$ cat src/rtl/puf_soc_pkg.sv
// Shared definitions for the PUF ring-oscillator count source:
// default widths/depths and the measurement FSM state encoding.
package puf_soc_pkg;

   localparam int unsigned CNT_BIT_SIZE_DEF = 32;
   localparam int unsigned SYNC_STAGES_DEF  = 2;

   typedef enum logic [2:0] {
      ST_IDLE    = 3'd0,
      ST_COUNT   = 3'd1,
      ST_PUBLISH = 3'd2,
      ST_ACK_LO  = 3'd3,
      ST_ACK_HI  = 3'd4
   } ro_state_e;

endpackage

$ cat src/rtl/puf_bit_sync.sv
// Single-bit multi-flop synchronizer with async active-low reset to 0.
//   clk    : destination clock
//   rst_n  : async active-low reset
//   i_d    : asynchronous input level
//   o_q    : synchronized level, SYNC_STAGES clk edges of delay
// SYNC_STAGES must be at least 2.
module puf_bit_sync #(
   parameter int unsigned SYNC_STAGES = 2
) (
   input  logic clk,
   input  logic rst_n,
   input  logic i_d,
   output logic o_q
);

   logic [SYNC_STAGES-1:0] sync_q;
   logic [SYNC_STAGES-1:0] sync_d;

   // Shift chain: stage 0 captures the raw input.
   always_comb begin
      sync_d = {sync_q[SYNC_STAGES-2:0], i_d};
   end

   always_ff @(posedge clk or negedge rst_n) begin
      if (!rst_n) begin
         sync_q <= '0;
      end else begin
         sync_q <= sync_d;
      end
   end

   assign o_q = sync_q[SYNC_STAGES-1];

endmodule

$ cat src/rtl/puf_ro_cnt_src.sv
// Ring-oscillator count source: counts ro_clk edges inside a gate window
// supplied by the sys domain, publishes the count with a one-cycle valid
// pulse and then runs a level handshake on the sys-domain ready line.
//   ro_clk         : ring-oscillator clock (sole clock)
//   rst_n          : async active-low reset
//   i_gate         : measurement window, async to ro_clk
//   i_sys_ready    : destination ready level, async
//   i_clr_ovr      : overrun clear level, async
//   o_ro_cnt_valid : one-cycle pulse when a new count is published
//   o_ro_cnt       : published count, held between publications
//   o_ro_cnt_full  : published count saturated
//   o_busy         : FSM not idle
//   o_overrun      : sticky, a window start was dropped
module puf_ro_cnt_src
   import puf_soc_pkg::*;
#(
   parameter int unsigned CNT_BIT_SIZE = CNT_BIT_SIZE_DEF,
   parameter int unsigned SYNC_STAGES  = SYNC_STAGES_DEF
) (
   input  logic                    ro_clk,
   input  logic                    rst_n,
   input  logic                    i_gate,
   input  logic                    i_sys_ready,
   input  logic                    i_clr_ovr,
   output logic                    o_ro_cnt_valid,
   output logic [CNT_BIT_SIZE-1:0] o_ro_cnt,
   output logic                    o_ro_cnt_full,
   output logic                    o_busy,
   output logic                    o_overrun
);

   logic gate_s;
   logic rdy_s;
   logic clr_s;

   ro_state_e               state_q,       state_d;
   logic [CNT_BIT_SIZE-1:0] cnt_q,         cnt_d;
   logic                    full_q,        full_d;
   logic [CNT_BIT_SIZE-1:0] ro_cnt_q,      ro_cnt_d;
   logic                    ro_cnt_full_q, ro_cnt_full_d;
   logic                    valid_q,       valid_d;
   logic                    busy_q,        busy_d;
   logic                    overrun_q,     overrun_d;
   logic                    gate_dly_q,    gate_dly_d;
   logic                    gate_rise_c;

   // Input synchronizers, one per asynchronous input.
   puf_bit_sync #(.SYNC_STAGES(SYNC_STAGES)) u_sync_gate (
      .clk   (ro_clk),
      .rst_n (rst_n),
      .i_d   (i_gate),
      .o_q   (gate_s)
   );

   puf_bit_sync #(.SYNC_STAGES(SYNC_STAGES)) u_sync_rdy (
      .clk   (ro_clk),
      .rst_n (rst_n),
      .i_d   (i_sys_ready),
      .o_q   (rdy_s)
   );

   puf_bit_sync #(.SYNC_STAGES(SYNC_STAGES)) u_sync_clr (
      .clk   (ro_clk),
      .rst_n (rst_n),
      .i_d   (i_clr_ovr),
      .o_q   (clr_s)
   );

   assign gate_rise_c = gate_s & ~gate_dly_q;

   // Next-state and output logic. The published registers load while in
   // PUBLISH, so valid/count appear on the cycle after that state.
   always_comb begin
      state_d       = state_q;
      cnt_d         = cnt_q;
      full_d        = full_q;
      ro_cnt_d      = ro_cnt_q;
      ro_cnt_full_d = ro_cnt_full_q;
      valid_d       = 1'b0;
      gate_dly_d    = gate_s;

      unique case (state_q)
         ST_IDLE: begin
            // The rise cycle itself is the first counted edge.
            if (gate_rise_c) begin
               state_d = ST_COUNT;
               cnt_d   = CNT_BIT_SIZE'(1);
               full_d  = 1'b0;
            end
         end
         ST_COUNT: begin
            if (gate_s) begin
               if (&cnt_q) begin
                  full_d = 1'b1;
               end else begin
                  cnt_d = cnt_q + CNT_BIT_SIZE'(1);
               end
            end else begin
               state_d = ST_PUBLISH;
            end
         end
         ST_PUBLISH: begin
            ro_cnt_d      = cnt_q;
            ro_cnt_full_d = full_q;
            valid_d       = 1'b1;
            state_d       = ST_ACK_LO;
         end
         ST_ACK_LO: begin
            if (!rdy_s) begin
               state_d = ST_ACK_HI;
            end
         end
         ST_ACK_HI: begin
            if (rdy_s) begin
               state_d = ST_IDLE;
            end
         end
         default: begin
            state_d = ST_IDLE;
         end
      endcase

      busy_d    = (state_d != ST_IDLE);
      // Set has priority over clear.
      overrun_d = (gate_rise_c && (state_q != ST_IDLE)) | (overrun_q & ~clr_s);
   end

   always_ff @(posedge ro_clk or negedge rst_n) begin
      if (!rst_n) begin
         state_q       <= ST_IDLE;
         cnt_q         <= '0;
         full_q        <= 1'b0;
         ro_cnt_q      <= '0;
         ro_cnt_full_q <= 1'b0;
         valid_q       <= 1'b0;
         busy_q        <= 1'b0;
         overrun_q     <= 1'b0;
         gate_dly_q    <= 1'b0;
      end else begin
         state_q       <= state_d;
         cnt_q         <= cnt_d;
         full_q        <= full_d;
         ro_cnt_q      <= ro_cnt_d;
         ro_cnt_full_q <= ro_cnt_full_d;
         valid_q       <= valid_d;
         busy_q        <= busy_d;
         overrun_q     <= overrun_d;
         gate_dly_q    <= gate_dly_d;
      end
   end

   assign o_ro_cnt_valid = valid_q;
   assign o_ro_cnt       = ro_cnt_q;
   assign o_ro_cnt_full  = ro_cnt_full_q;
   assign o_busy         = busy_q;
   assign o_overrun      = overrun_q;

endmodule

$ cat config.mk
export PLATFORM = sky130hd
export DESIGN_NAME = puf_ro_cnt_src
export DESIGN_NICKNAME = d
export VERILOG_FILES = /design/src/rtl/puf_soc_pkg.sv /design/src/rtl/puf_bit_sync.sv /design/src/rtl/puf_ro_cnt_src.sv
export SDC_FILE = /design/constraint.sdc
export NUM_CORES = 1
export LEC_CHECK = 0
export ABC_AREA = 1
export ABC_CLOCK_PERIOD_IN_PS = 2029
export CAP_MARGIN = 20
export CORE_UTILIZATION = 30
export CTS_BUF_LIST = sky130_fd_sc_hd__clkbuf_8
export CTS_CLUSTER_DIAMETER = 120
export DETAILED_ROUTE_END_ITERATION = 10
export GPL_TIMING_DRIVEN = 0
export PLACE_DENSITY = 0.51
export RECOVER_POWER = 50
export SETUP_SLACK_MARGIN = 0.4
export SYNTH_ARGS = -nofsm -noshare
export SYNTH_HDL_FRONTEND = slang
export SYNTH_SLANG_ARGS = --single-unit
export TNS_END_PERCENT = 100
$ cat constraint.sdc
create_clock -name ro_clk -period 2.03 [get_ports ro_clk]
set_clock_uncertainty 0.1 [all_clocks]
set_input_delay 0.3045 -clock ro_clk [delete_from_list [all_inputs] [get_ports ro_clk]]
set_output_delay 0.3045 -clock ro_clk [all_outputs]
set_load 0.01 [all_outputs]
Word-level counts from Yosys, hierarchy flattened
Index checks and enable logic that the tools add are counted.
Word-level totals
  word-level logic and storage cells: 48
  register bits after elaboration: 79
  input bits: 5
  output and inout bits: 36
Cells by class
  bitwise gates (word level): 5
  $add $sub $neg: 1
  reduce and logical (&&, ||, !) cells: 8
  multiplexer cells: 14
  eq/ne operators: 8
Operators by type and width (number)
  32-bit two-way mux: 3
  32-bit case mux with 2 select lines: 1
  32-bit by 1-bit adder with 32-bit output, second input constant: 1
  32-bit AND reduction: 1
  3-bit case mux with 5 select lines: 1
  3-bit two-way mux: 4
  4-bit AND reduction: 2
  3-bit by 2-bit == test with 1-bit output, second input constant: 2
  2-bit inequality test, second input constant: 3
  3-bit nonzero test: 2
  1-bit two-way mux: 4
  3-bit by 1-bit == test with 1-bit output, second input constant: 1
  3-bit == test, second input constant: 1
  3-bit logical NOT: 1
  1-bit bitwise AND: 2
  2-bit by 1-bit inequality test with 1-bit output, second input constant: 1
  1-bit NOT: 2
  1-bit case mux with 2 select lines: 1
  2-bit nonzero test: 1
  1-bit logical AND: 1
  1-bit bitwise OR: 1

Longest topological paths before layout
Gate-level depths: netlist (run 1).
  depth after elaboration: 5
  gate-level depth with buffers: 11

Modules after synthesis
From an unflattened synthesis (run 1), not the netlist that was laid out.
Second synthesis, totals
  cell total of the unflattened synthesis: 544
  area, all modules: 3973.8 um2
Modules (own cells, without submodules)
  puf_ro_cnt_src: cells each 538, area an instance 3823.7 um2, sequential area each 1826.8 um2, times used 1
  puf_bit_sync: cells each 2, area an instance 50.0 um2, sequential area each 50.0 um2, times used 3

Worst setup path before layout (run 1)
No wires, ideal clock.
  path kind: reg-to-reg
  start: register cnt_q[1]
  end: register cnt_q[1]
  arrival time: 1386 ps
  data required time: 1814 ps
  stages on the path, launching flop included: 12
  setup slack: 427 ps
  clock period less this slack: 1603 ps
  cell sequence: dfrtp_1 ha_1 nand2_2 nor2_4 nand2_4 nor2_8 nand2_2 nand3_2 inv_2 buf_6 nand2_1 nand2_1
Between the ends
  cells in the longest elaborated chain, start to end: 4
  elaborated cells on any way between the ends: 7
  classes of those cells: add/sub (1); eq/ne (1); mux (3); reduce/logical (2)
Ends and longest elaborated chain
  from (decl): line puf_ro_cnt_src.sv:37  | logic [CNT_BIT_SIZE-1:0] cnt_q, cnt_d;
  from (signal assigned): line puf_ro_cnt_src.sv:141  | cnt_q <= cnt_d;
  32-bit by 1-bit adder with 32-bit output: line puf_ro_cnt_src.sv:96  | cnt_d = cnt_q + CNT_BIT_SIZE'(1);
  32-bit two-way mux: line puf_ro_cnt_src.sv:93  | if (&cnt_q) begin
  32-bit two-way mux: line puf_ro_cnt_src.sv:92  | if (gate_s) begin
  32-bit case mux with 2 select lines: line puf_ro_cnt_src.sv:82  | unique case (state_q)
Parallel ways exist; a longest one is shown, timed or not. The select of a mux whose other input is x is not followed.
A chain may end at the register's enable or synchronous reset.

Final worst setup path (run 1)
  start: register cnt_q[0]
  end: register cnt_q[14]
The elaborated chain is that of the path after synthesis.

==> impl_results.md, run 1 <==
* Proportion of synthesized area in mux cells at 0%
* Total Routing Usage GR at 17.2%
* Placed Instances at 720
* TritonCTS clock tree: built
* Synthesized area at 0.00397 mm^2
* Post-synthesis adder-cell area fraction at 0.315%
* Floorplan die area at 0.0137 mm^2
* Number of cells on the worst hold path at 0
* Number of hold violations in the final report at 0
* Required time of the worst setup path at 2.20 ns
* Critical Path Fanout Max at 5
* Flop and latch count out of synthesis at 79
* Share of synthesized cell area in and, or, nand and nor gates at 32.7%
* Non-Filler Instances at 772
* Library cells used by synthesis at 27
* Via count normalized by instance count at 4.53
* N_diodes at 0
* Proportion of layout cells with a drive suffix above 1 at 23.3%
* Drt initial violations at 227
* Total of warnings raised by yosys at 0
* Class of the most critical setup path: reg -> reg
* Final estimated routing congestion in global placement at 0.831
* Startpoint of the most critical setup path: cnt_q[0]$_DFFE_PN0P_
* Headroom to the max-slew limit at 49.5%
* Root Buffer: clkbuf_8
* Post-layout utilization of the core at 42.1%
* Min Tclk post-route at 1.76 ns
* First-pass detailed-route iteration total at 4
* Fraction of registers with async set or reset after synthesis at 100%
* Worst VDD drop at 0.275 mV
* Die span in y at 117 um
* Max Fclk at 570 MHz
* Post-synthesis instance total at 507
* Instance area after placement at 0.00461 mm^2
* Slowest cell delay on critical path at 0.43 ns
* Static power due to leakage at 2.67 nW
* Synthesized area per cell at 7.83 um^2
* DR DRC count at 0
* Num ports at 41
* Endpoints failing setup at 0
* Power density normalized to cell area at 820 mW/mm^2
* Hold Path Origin: u_sync_clr.sync_q[0]$_DFF_PN0_
* Origin of the critical flop-to-flop path: cnt_q[0]$_DFFE_PN0P_
* Endpoint arrival time on the critical path at 1.93 ns
* Fillers at 1282
* Deepest clock path buffer count at 2
* Starting Density at 31.1%
* Max Transition Viols Final at 0
* Nets in the synthesized netlist at 513
* Synth Area in XOR/XNOR at 1.32%
* Share of the synthesized area in compound gates (AO/OA/AOI/OAI) at 8.70%
* Tightest Pin Transition at 0.758 ns
* Sort of element at the end of the critical path: flop
* Final TNS setup at 0 ns
* Final routed wire length divided by cell count at 14.2 um
* Number of buffers and inverters on the critical path at 2
* Clock slew at reported path FFs at 0.08 ns
* Maximum level of the CTS H-tree at 3
* Post-synth top area cell: dfrtp_1
* Total wirelength of the detailed-routed design at 11000 um
* Largest family of logic cells by synthesized area: simple AND/OR/NAND/NOR gates
* Crit start category: flop
* Input/output buffers at 40
* Number of global-route vias before repair at 3206
* Number of vias in the routed layout at 3494
* Clk sink count at 79
* Clk_lat worst skew at 0.38 ns
* Commonest cells after routing, fill and taps aside: nand2_1 (195), dfrtp_1 (74), inv_1 (48), dlygate4sd2_1 (36), o21ai_0 (34)
* List of cells traversed by the critical path: ha_4 -> nand2_4 -> nor2_4 -> buf_6 -> nand2_4 -> nor2_4 -> buf_6 -> xor2_2 -> o21ai_2
* Cells on worst reg2reg path at 9
* Antenna Nets Post-Route at 0
* CP max stage cell: dfrtp_1
* MaxCap Viol Count at 0
* Rows at 41
* RSZ-0062 raised after global routing: true
* Number of antenna violations at the first check in global routing at 0
* Hold crit path type: reg -> reg
* Portion of the post-synthesis area used by sequential elements at 49.8%
* Synth Flop Type: dfrtp_1
* Result of the run: complete, no violations
* WP depth at 9
* Most frequent standard cell in the layout excluding fill and tap cells: nand2_1
* Chip width at 117 um
* Area of the placeable core at 0.0128 mm^2
* Share of the clock period used by the worst path at 86.5%
* Final cell area excluding filler cells at 0.00538 mm^2
* NumNets Final at 601
* Maximum number of pins on one net before global-route repair at 53
* Global-route wire length before repair at 17100 um
* Post-synth EDFFs at 0
* Grt total ovfl at 0
* HPWL reported at the end of detailed placement at 7520 um
* Crit-path leading delay family: simple AND/OR/NAND/NOR gates
* Number of buffers added by the clock tree synthesis step at 9
* Synth-to-Final Area Change at 35.5%
* Top post-synthesis cells by area: dfrtp_1 (50%), nand2_1 (20%), inv_1 (4.4%)
* Fraction of post-synthesis cell area in the top cell type by area at 49.8%
-- final timing paths --
check	end	slack [ns]
min in group asynchronous	o_ro_cnt[4]$_DFFE_PN0P_	0.42
setup / recovery	cnt_q[14]$_DFFE_PN0P_	0.27
setup reg to reg	cnt_q[14]$_DFFE_PN0P_	0.27
hold reg to reg	u_sync_clr.sync_q[1]$_DFF_PN0_	0.25
max in group asynchronous	cnt_q[25]$_DFFE_PN0P_	0.68
hold / removal	u_sync_clr.sync_q[1]$_DFF_PN0_	0.25
-- cell usage after synthesis, types with 4 or more instances --
library cell,number
inv_1,47
nand2_1,212
buf_6,5
o21ai_2,18
clkbuf_1,7
dfrtp_1,79
nor2_2,7
nand4_1,4
nor2_1,36
o21ai_0,35
nand3_1,26
xor2_1,4
nand2_2,5
-- sequential cells by signal, summed over array words and instances (netlist names) --
register / flops
state_q: 3
u_sync_gate.sync_q: 2
o_ro_cnt_valid: 1
u_sync_rdy.sync_q: 2
gate_dly_q: 1
full_q: 1
cnt_q: 32
o_ro_cnt: 32
o_busy: 1
u_sync_clr.sync_q: 2
o_ro_cnt_full: 1
o_overrun: 1
-- worst register-to-register path: cells and delay by family (launching register included) --
kind | cells | cell delay [ns]
adders and majority gates | 1 | 0.17
and+or+nand+nor | 4 | 0.46
AOI/OAI and AO/OA | 1 | 0.06
buffers and inverters | 2 | 0.28
xor gates and xnor gates | 1 | 0.15
DFF | 1 | 0.43
-- cell families (layout without fill, tap and decap cells) --
kind of cell / after synthesis / after routing
fa+ha+maj: 1 / 1
flops: 79 / 79
xor+xnor: 6 / 6
simple gates: 303 / 303
compound gates: 55 / 55
buf+inv: 63 / 156
-- power breakdown --
part	total [mW]	switching (mW)	leakage, nW	internal (mW)
clock network	1.26	0.598	0.114	0.660
logic	1.39	0.836	1.49	0.552
registers	1.77	0.0860	1.07	1.68
total	4.41	1.52	2.67	2.89
-- through the flow --
step | setup slack [ns] | hold slack [ns] | power (mW)
floorplan | 0.427 | -0.0911 | 2.40
global placement | -2.40 | 0.232 | 2.79
detailed placement | 0.0539 | 0.156 | 2.82
CTS | 0.290 | 0.237 | 4.15
global route | 0.182 | 0.263 | 4.65
finish | 0.274 | 0.254 | 4.41
-- cell type report --
type                            count  area, um^2  share of cell area, %
Inverter                           50         193                   3.58
Buffer                             13         134                   2.49
Tap cell                          172         215                   4.00
Clock buffer                       12         165                   3.07
Multi-Input combinational cell    365        1930                   35.9
Timing Repair Buffer               77         717                   13.3
Clock inverter                      4        43.8                  0.814
Sequential cell                    79        1980                   36.8
-- per-layer routing --
| metal | track usage (%) | routed length [um] | up-vias |
|---|---|---|---|
| met2 | 26.0 | 5130 | 65 |
| met3 | 3.60 | 291 | 14 |
| met5 | 0 | 0 | - |
| met4 | 8.86 | 211 | 0 |
| li1 | - | - | 1755 |
| met1 | 23.3 | 5360 | 1660 |
-- timing repair --
item / in CTS / in global routing
setup buffers: 10 / 22
gates cloned: 1 / 2
pin swaps: 6 / 17
gates resized for setup: 63 / 63
hold buffers: 1 / 0
endpoints found under the hold margin: 27 / 0
endpoints found under the setup margin: 98 / 67
No activity file was read; power rests on OpenSTA's default activity.
==> run 2: changes to the inputs <==
--- a/config.mk
+++ b/config.mk
@@ -7,7 +7,6 @@
 export LEC_CHECK = 0
 export ABC_AREA = 1
 export ABC_CLOCK_PERIOD_IN_PS = 2029
-export CAP_MARGIN = 20
 export CORE_UTILIZATION = 30
 export CTS_BUF_LIST = sky130_fd_sc_hd__clkbuf_8
 export CTS_CLUSTER_DIAMETER = 120
==> results of run 2 <==
No change in the layout: final DEF, timing and power equal those of run 1.
==> run 3: changes to the inputs <==
--- a/config.mk
+++ b/config.mk
@@ -7,6 +7,7 @@
 export LEC_CHECK = 0
 export ABC_AREA = 1
 export ABC_CLOCK_PERIOD_IN_PS = 2029
+export CAP_MARGIN = 30
 export CORE_UTILIZATION = 30
 export CTS_BUF_LIST = sky130_fd_sc_hd__clkbuf_8
 export CTS_CLUSTER_DIAMETER = 120
@@ -14,8 +15,9 @@
 export GPL_TIMING_DRIVEN = 0
 export PLACE_DENSITY = 0.51
 export RECOVER_POWER = 50
+export REMOVE_ABC_BUFFERS = 1
 export SETUP_SLACK_MARGIN = 0.4
 export SYNTH_ARGS = -nofsm -noshare
 export SYNTH_HDL_FRONTEND = slang
 export SYNTH_SLANG_ARGS = --single-unit
-export TNS_END_PERCENT = 100
+export TNS_END_PERCENT = 20
==> impl_results.md, run 3 (synthesis gave the netlist of run 1 again) <==
* Number of hold violations in the final report at 0 (unchanged)
* MaxCap Viol Count at 0 (unchanged)
* Synth-to-Final Area Change at 34.6% (was 35.5%)
* Global-route wire length before repair at 16800 um (was 17100 um)
* Min Tclk post-route at 1.75 ns (was 1.76 ns)
* Clk_lat worst skew at 0.36 ns (was 0.38 ns)
* Sequential Area at 0.00199 mm^2 (was 0.00198 mm^2)
* HPWL reported at the end of detailed placement at 6340 um (was 7520 um)
* Critical Path Fanout Max at 11 (was 5)
* Endpoint arrival time on the critical path at 1.94 ns (was 1.93 ns)
* Result of the run: complete, no violations (unchanged)
* NumNets Final at 585 (was 601)
* Power density normalized to cell area at 855 mW/mm^2 (was 820 mW/mm^2)
* Non-Filler Instances at 756 (was 772)
* Clk sink count at 79 (unchanged)
* Antenna Nets Post-Route at 0 (unchanged)
* Deepest clock path buffer count at 2 (unchanged)
* DR DRC count at 0 (unchanged)
* Proportion of layout cells with a drive suffix above 1 at 22.3% (was 23.3%)
* Required time of the worst setup path at 2.22 ns (was 2.20 ns)
* Number of buffers added by the clock tree synthesis step at 9 (unchanged)
* Post-layout utilization of the core at 41.8% (was 42.1%)
* Input/output buffers at 40 (unchanged)
* Share of the clock period used by the worst path at 86.4% (was 86.5%)
* Die span in y at 117 um (unchanged)
* Final TNS setup at 0 ns (unchanged)
* Maximum level of the CTS H-tree at 3 (unchanged)
* Rows at 41 (unchanged)
* Placed Instances at 708 (was 720)
* Via count normalized by instance count at 4.58 (was 4.53)
* Net switching power at 1.62 mW (was 1.52 mW)
* Worst VDD drop at 0.572 mV (was 0.275 mV)
* Clock slew at reported path FFs at 0.08 ns (about the same)
* Grt total ovfl at 0 (unchanged)
* Num ports at 41 (unchanged)
* Area occupied by multi-input gates at 0.00204 mm^2 (was 0.00193 mm^2)
* Number of antenna violations at the first check in global routing at 0 (unchanged)
* Final routed wire length divided by cell count at 13.8 um (was 14.2 um)
* Number of vias in the routed layout at 3463 (was 3494)
* Total chip power at 4.57 mW (was 4.41 mW)
* Internal cell power at 2.95 mW (was 2.89 mW)
* Worst Hold Margin at 0.256 ns (was 0.254 ns)
* Tightest Pin Transition at 0.801 ns (was 0.758 ns)
* Sort of element at the end of the critical path: flop (unchanged)
* Cells on worst reg2reg path at 9 (unchanged)
* Commonest cells after routing, fill and taps aside: nand2_1 (191), dfrtp_1 (68), inv_1 (48), clkdlybuf4s50_1 (36), o21ai_0 (35) (was nand2_1 (195), dfrtp_1 (74), inv_1 (48), dlygate4sd2_1 (36), o21ai_0 (34))
* First-pass detailed-route iteration total at 5 (was 4)
* Instance area after placement at 0.00454 mm^2 (was 0.00461 mm^2)
* N_diodes at 0 (unchanged)
* Fillers at 1297 (was 1282)
* Setup slack after placement at -0.412 ns (was 0.0539 ns)
* Final cell area excluding filler cells at 0.00535 mm^2 (was 0.00538 mm^2)
* Final estimated routing congestion in global placement at 0.786 (was 0.831)
* Starting Density at 31.1% (unchanged)
* Endpoints failing setup at 0 (unchanged)
* Total Routing Usage GR at 16.3% (was 17.2%)
* Number of global-route vias before repair at 3256 (was 3206)
* Drt initial violations at 183 (was 227)
* Total wirelength of the detailed-routed design at 10500 um (was 11000 um)
* Hold crit path type: reg -> reg (unchanged)
* Area of the placeable core at 0.0128 mm^2 (unchanged)
* Comb power frac at 32.0% (was 31.5%)
* Floorplan die area at 0.0137 mm^2 (unchanged)
* Sequential power share at 38.9% (was 40.0%)
* RSZ-0062 raised after global routing: true (unchanged)
* Clk network pwr share at 29.1% (was 28.5%)
* Headroom to the max-slew limit at 46.6% (was 49.5%)
* Maximum number of pins on one net before global-route repair at 53 (unchanged)
* Chip width at 117 um (unchanged)
* Most frequent standard cell in the layout excluding fill and tap cells: nand2_1 (unchanged)
* Max Fclk at 570 MHz (about the same)
* Number of cells on the worst hold path at 0 (unchanged)
* TritonCTS clock tree: built (unchanged)
* Max Transition Viols Final at 0 (unchanged)
* Switch share at 35.4% (was 34.5%)
* Crit start category: flop (unchanged)
* Class of the most critical setup path: reg -> reg (unchanged)
* Root Buffer: clkbuf_8 (unchanged)
* Static power due to leakage at 2.36 nW (was 2.67 nW)
* Worst-case setup margin in the final layout at 0.276 ns (was 0.274 ns)
-- run 3: changes by cell type in the layout (fill, tap and decap cells not counted), sizes merged --
cell / previous run / this run
clkdlybuf4s50: 0 / 36
buf: 44 / 25
clkinvlp: 0 / 1
bufinv: 1 / 2
clkbuf: 18 / 11
nand2: 219 / 227
dlygate4sd2: 36 / 0
-- run 3: worst paths after layout --
path / from / endpoint / slack (ns)
setup / recovery: state_q[0]$_DFF_PN0_ / cnt_q[13]$_DFFE_PN0P_ / 0.28
hold / removal: u_sync_gate.sync_q[0]$_DFF_PN0_ / u_sync_gate.sync_q[1]$_DFF_PN0_ / 0.26
setup reg to reg: state_q[0]$_DFF_PN0_ / cnt_q[13]$_DFFE_PN0P_ / 0.28
hold reg to reg: u_sync_gate.sync_q[0]$_DFF_PN0_ / u_sync_gate.sync_q[1]$_DFF_PN0_ / 0.26
max in group asynchronous: rst_n / cnt_q[12]$_DFFE_PN0P_ / 0.63
min in group asynchronous: rst_n / o_ro_cnt[31]$_DFFE_PN0P_ / 0.46
-- run 3: power groups by stage --
stage	Combinational (mW)	Clock (mW)	Sequential, mW
floorplan	0.463	0	1.81
global placement	0.796	0	1.79
detailed placement	0.868	0	1.80
CTS	1.33	1.37	1.76
global route	1.57	1.43	1.79
finish	1.46	1.33	1.78
-- run 3: worst max-delay path: stages (launching register included) --
cell and delay [ns]:
dfrtp_1 0.43, inv_4 0.09, nor3_4 0.25, buf_6 0.15, buf_8 0.15, nand3_4 0.09, buf_12 0.19, nand2_8 0.11
nand2_1 0.07, o21ai_2 0.05
-- run 3: layout make-up --
class / count / share of cell area (%)
repair buffers: 66 / 12.8
clock inverters: 6 / 1.59
well taps: 172 / 4.03
multi-input cells: 373 / 38.2
flip-flops and latches: 79 / 37.2
clock buffers: 10 / 2.57
inverters: 50 / 3.65
-- run 3: layer usage --
layer	GRT usage, %	routed length, um
met1	23.1	5120
met2	25.2	4800
met3	2.78	336
met4	5.74	205
met5	0	0
-- run 3: repair_timing --
item | 4_1_cts | 5_1_grt
setup endpoints to repair | 91 | 77
hold buffers | 1 | 0
pin swaps | 24 | 8
setup buffers | 13 | 10
gates resized for setup | 38 | 33
endpoints found under the hold margin | 27 | 0
gates cloned | 7 | 1
